$ cat src/rtl/gf_mul_arbiter.sv
// rtl/gf_mul_arbiter.sv - round-robin sharing of one pipelined prime-field multiplier
// Results are routed back to their requester through an in-order ID tag FIFO.
module gf_mul_arbiter #(
   parameter int N_REQ     = 4,
   parameter int ID_W      = 2,
   parameter int DATA_W    = 32,
   parameter int TAG_DEPTH = 16
) (
   input  logic                    i_clk,
   input  logic                    i_rst_n,
   input  logic [N_REQ-1:0]        i_req,
   input  logic [N_REQ*DATA_W-1:0] i_x,
   input  logic [N_REQ*DATA_W-1:0] i_y,
   output logic [N_REQ-1:0]        o_gnt,
   output logic                    o_mul_start,
   output logic [DATA_W-1:0]       o_mul_x,
   output logic [DATA_W-1:0]       o_mul_y,
   input  logic                    i_mul_done,
   input  logic [DATA_W-1:0]       i_mul_o,
   output logic                    o_res_valid,
   output logic [ID_W-1:0]         o_res_id,
   output logic [DATA_W-1:0]       o_res,
   output logic                    o_busy,
   output logic                    o_err
);
   localparam int PTR_W = (TAG_DEPTH > 1) ? $clog2(TAG_DEPTH) : 1;
   localparam int CNT_W = PTR_W + 1;
   localparam logic [CNT_W-1:0] FULL_CNT = CNT_W'(TAG_DEPTH);

   logic [ID_W-1:0]   r_rr_ptr;
   logic [CNT_W-1:0]  r_count;
   logic [PTR_W-1:0]  r_wr_ptr;
   logic [PTR_W-1:0]  r_rd_ptr;
   logic [ID_W-1:0]   r_tag [TAG_DEPTH];
   logic              r_mul_start;
   logic [DATA_W-1:0] r_mul_x;
   logic [DATA_W-1:0] r_mul_y;
   logic              r_res_valid;
   logic [ID_W-1:0]   r_res_id;
   logic [DATA_W-1:0] r_res;
   logic              r_busy;
   logic              r_err;

   logic              w_found;
   logic [ID_W-1:0]   w_gnt_idx;
   logic [DATA_W-1:0] w_sel_x;
   logic [DATA_W-1:0] w_sel_y;
   logic [N_REQ-1:0]  w_gnt;
   logic              w_full;
   logic              w_hs;
   logic              w_pop;
   logic [CNT_W-1:0]  w_count_nxt;
   logic [ID_W-1:0]   w_ptr_nxt;

   // Pass 0 scans indices at/after the pointer, pass 1 wraps to those before it.
   always_comb begin
      w_found   = 1'b0;
      w_gnt_idx = '0;
      w_sel_x   = '0;
      w_sel_y   = '0;
      for (int p = 0; p < 2; p++) begin
         for (int k = 0; k < N_REQ; k++) begin
            if (!w_found && i_req[k] && ((p == 0) == (k >= int'(r_rr_ptr)))) begin
               w_found   = 1'b1;
               w_gnt_idx = ID_W'(k);
               w_sel_x   = i_x[k*DATA_W +: DATA_W];
               w_sel_y   = i_y[k*DATA_W +: DATA_W];
            end
         end
      end
   end

   assign w_full = (r_count == FULL_CNT);

   always_comb begin
      w_gnt = '0;
      if (w_found && !w_full && i_rst_n)
         w_gnt[w_gnt_idx] = 1'b1;
   end

   assign w_hs      = |w_gnt;
   assign w_pop     = i_mul_done && (r_count != '0);
   assign w_ptr_nxt = (w_gnt_idx == ID_W'(N_REQ - 1)) ? '0 : w_gnt_idx + 1'b1;

   always_comb begin
      w_count_nxt = r_count;
      case ({w_hs, w_pop})
         2'b10:   w_count_nxt = r_count + 1'b1;
         2'b01:   w_count_nxt = r_count - 1'b1;
         default: w_count_nxt = r_count;
      endcase
   end

   always_ff @(posedge i_clk or negedge i_rst_n) begin
      if (!i_rst_n) begin
         r_rr_ptr    <= '0;
         r_count     <= '0;
         r_wr_ptr    <= '0;
         r_rd_ptr    <= '0;
         r_mul_start <= 1'b0;
         r_mul_x     <= '0;
         r_mul_y     <= '0;
         r_res_valid <= 1'b0;
         r_res_id    <= '0;
         r_res       <= '0;
         r_busy      <= 1'b0;
         r_err       <= 1'b0;
      end else begin
         r_mul_start <= w_hs;
         if (w_hs) begin
            r_rr_ptr <= w_ptr_nxt;
            r_mul_x  <= w_sel_x;
            r_mul_y  <= w_sel_y;
            r_wr_ptr <= r_wr_ptr + 1'b1;
         end
         r_res_valid <= w_pop;
         if (w_pop) begin
            r_rd_ptr <= r_rd_ptr + 1'b1;
            r_res_id <= r_tag[r_rd_ptr];
            r_res    <= i_mul_o;
         end
         r_count <= w_count_nxt;
         r_busy  <= (w_count_nxt != '0);
         // A result with nothing outstanding means the tag stream is out of sync.
         if (i_mul_done && (r_count == '0))
            r_err <= 1'b1;
      end
   end

   always_ff @(posedge i_clk) begin
      if (w_hs)
         r_tag[r_wr_ptr] <= w_gnt_idx;
   end

   assign o_gnt       = w_gnt;
   assign o_mul_start = r_mul_start;
   assign o_mul_x     = r_mul_x;
   assign o_mul_y     = r_mul_y;
   assign o_res_valid = r_res_valid;
   assign o_res_id    = r_res_id;
   assign o_res       = r_res;
   assign o_busy      = r_busy;
   assign o_err       = r_err;
endmodule

$ cat config.mk
export PLATFORM = sky130hd
export DESIGN_NAME = gf_mul_arbiter
export DESIGN_NICKNAME = d
export VERILOG_FILES = /design/src/rtl/gf_mul_arbiter.sv
export SDC_FILE = /design/constraint.sdc
export NUM_CORES = 1
export LEC_CHECK = 0
export BUFFER_PORTS_ARGS = -buffer_cell sky130_fd_sc_hd__buf_4
export CAP_MARGIN = 10
export CORE_ASPECT_RATIO = 0.8
export CORE_UTILIZATION = 42
export CTS_CLUSTER_SIZE = 24
export DETAILED_ROUTE_END_ITERATION = 8
export PLACE_DENSITY = 0.7
export SYNTH_ARGS = -nofsm -noshare
export SYNTH_HDL_FRONTEND = slang
export SYNTH_SLANG_ARGS = --single-unit
$ cat constraint.sdc
create_clock -name i_clk -period 6.3 [get_ports i_clk]
set_clock_uncertainty 0.05 [all_clocks]
set_input_delay 0.315 -clock i_clk [delete_from_list [all_inputs] [get_ports i_clk]]
set_output_delay 0.315 -clock i_clk [all_outputs]
set_load 0.01 [all_outputs]
==> impl_results.md <==
* Number of gates resized after cts at 0
* Die area at 0.0255 mm^2
* # rows at 51
* Synth top cells by count: 175 x nand2_1, 117 x dfrtp_1, 71 x a21oi_1
* Max_slew headroom at 28.6%
* Placed cell count at between 1500 and 2000
* Startpoint types: flip-flop
* Clock sinks at approximately 150
* Yosys top cell area share at 28.0%
* Final hold violations at 0
* Pwr/cell area at 383 mW/mm^2
* Status: complete, no violations
* Drt first-iter violations at 1035
* Fin cells at roughly 1800
* Util after Layout at 57.6%
* Clock tree buffer depth at 2
* Critical Path AT at 5.03 ns
* GRT Residual Overflow at 0
* Max FO, Critical Path at 31
* Most area-consuming cells after synthesis: dfrtp_1 28%, edfxtp_1 9.2%, mux2i_1 6.6%
* Most Frequent Cell on Critical Path: ha_1
* Yosys cell types at 47
* WL/cell at 22.0 um
* Core region area at 0.0244 mm^2
* Die height at ~140 um
* Most frequent cell after synthesis: nand2_1
* R2R setup slack at 1.52 ns
* Synth Area per Inst at 9.12 um^2
* GRT Total Usage at ~30%
* CP startpoint: r_rr_ptr[1]
* Reg2reg start: r_rr_ptr[1]
* Compound-Gate Fraction of Synth Area at around a quarter
* Post-synth top flop: dfrtp_1
* Element type at the critical path end: flip-flop
* Post-synth EDFFs at 32
* CP Class: flip-flop to flip-flop
* Post-Synth XOR/XNOR Area at less than 1%
* Synth warn at 0
* Minimum clock period at approximately 4.8 ns
* Setup TNS at 0 ns
* Leakage at 5.79 nW
* Mux share of post-synthesis cell area at ~8.4%
* Cts bufs inserted at 17
* CTS H-Tree Depth at 4
* Post-placement cell area at 0.0134 mm^2
* R2R depth at 12
* Clock-pin slew on the worst setup and hold paths at 0.08 ns
* Critical Path RT at 6.55 ns
* Vias in the first global route at 10541
* Adder-Cell Fraction of Synth Area at 1.75%
* First-pass GRT wire length at 59400 um
* Fraction of layout cells with a size suffix above 1 at 32.5%
* Maxcap violations at 0
* HP Class: input port to flip-flop
* Max VDD drop at 0.258 mV
* Yosys top cell by area: dfrtp_1
* Pin count of the biggest net entering global routing at just under 90
* Post-route total power at between 5 and 6 mW
* ANT nets after route at 0
* CTS tree: done
* Die X at ~180 um
* Via density at 6.12
* Max incr delay on CP at 0.80 ns
* Syn nets at 1455
* Worst-Skew Late Latency at 0.43 ns
* Crit-path cells: nand2_1 -> a311oi_2 -> inv_1 -> ha_1 -> o41ai_2 -> ha_1 -> ha_1 -> a21o_1 -> a21oi_1 -> mux2i_1 -> xnor2_1 -> or3_1
* Reg-to-reg critical path endpoint: o_busy
* Post-Route WL at 39400 um
* Cells after Synth at 1146
* Register area share after synthesis at 37.2%
* Final setup viols at 0
* Worst Tran Pin Value at 1.07 ns
* Hold depth at 3
* Crit share post-route at 75.9%
* Slowest library cell on the worst path: dfrtp_2
* DRC Markers at 0
* Gp weighted congestion at 0.850
* Vias at 10982
* Post-DP HPWL at around 25000 um
* Flop and latch count out of synthesis at 149
* Post-synthesis cell area at ~0.010 mm^2
* Largest family of logic cells by synthesized area: compound AO/OA/AOI/OAI gates
* Layout Area Growth over Synthesis at 34.3%
* Root Driver: clkbuf_16
* Synth Area in Simple Gates at 21.5%
* Final instance area at 0.0140 mm^2
* Starting Density at 42.9%
* Slew Viols, Final at 0
* RSZ-0062 raised after global routing: false
* Drt pass-1 iters at 8
* Ys async rst share at 78.5%
* Initial antenna violation count at 1
* Fin nets at 1771
* Critical Path End: o_busy
* PortBufs at 400
* Peak Freq at about 210 MHz
* Top-Level Pins at 401
==> worst max-delay path: cells and delay by family (launching register included) <==
kind | cells | cell delay, ns
simple gates | 2 | 0.60
compound gates | 4 | 1.74
buf+inv | 1 | 0.14
mux | 1 | 0.24
xor+xnor | 1 | 0.11
flops | 1 | 0.80
fa+ha+maj | 3 | 0.96
==> per-stage QoR <==
| stage | setup WS, ns | hold WS (ns) |
|---|---|---|
| floorplan | 1.44 | -0.0306 |
| global placement | 1.50 | 0.344 |
| detailed placement | 1.41 | 0.342 |
| CTS | 1.55 | 0.000997 |
| global route | 1.19 | 0.00554 |
| finish | 1.52 | 0.0199 |
==> power by group <==
group	switching, mW	internal [mW]	total [mW]
Combinational	1.48	1.18	2.67
Clock	0.499	0.541	1.04
Sequential	0.319	1.35	1.67
Total	2.30	3.08	5.38
==> state kept, by name, summed over array words and instances, names as in the netlist <==
register,count
o_res_valid,1
r_rr_ptr,2
o_err,1
o_mul_x,32
o_res_id,2
o_mul_y,32
r_tag,32
r_rd_ptr,4
o_res,32
o_busy,1
r_count,5
o_mul_start,1
r_wr_ptr,4
==> routing by layer <==
| metal | track usage (%) | share of wire, % |
|---|---|---|
| met1 | 40.1 | 40 |
| met3 | 5.88 | 9.3 |
| met2 | 47.0 | 47 |
| met5 | 0 | 0 |
| met4 | 13.9 | 3.8 |
==> repair_timing <==
item,4_1_cts,5_1_grt
endpoints found under the hold margin,49,0
setup buffers,0,0
hold buffers,2,0
==> placed cells by master (no fill, tap or decap), drive strengths merged, types with 4 or more instances in the layout <==
master,n
o31ai,64
nor3b,68
nand2,176
o22a,64
o21ai,8
nand3,64
mux4,8
nand4,4
xnor2,9
dfrtp,117
nor2,6
mux2i,69
nand2b,4
buf,419
nand3b,64
edfxtp,32
a21o,4
a221oi,64
clkinv,5
a21oi,73
and3,5
inv,17
ha,13
and2,14
a31oi,64
clkbuf,17
==> worst min-delay path by stage <==
stage	from	end	slack, ns
finish	i_mul_o[17]	o_res[17]	0.02
global placement	i_rst_n	o_mul_y[11]	0.34
detailed placement	i_rst_n	o_mul_y[11]	0.34
floorplan	i_rst_n	o_busy	-0.03
global route	i_mul_o[17]	o_res[17]	0.006
CTS	i_mul_o[28]	o_res[28]	0.001
==> kinds of logic after synthesis <==
family	Yosys count
buf+inv	131
fa+ha+maj	14
flops	149
compound gates	346
xor+xnor	10
mux	78
simple gates	418
==> area by class of cell <==
cell class	count	area [um^2]
diodes	1	2.50
clock inverters	15	179
multi-input cells	866	5950
inverters	7	31.3
fillers	2223	10300
flip-flops and latches	149	3890
well taps	318	398
clock buffers	17	425
repair buffers	421	3170
Note: power is estimated with default switching activity, not from simulation.
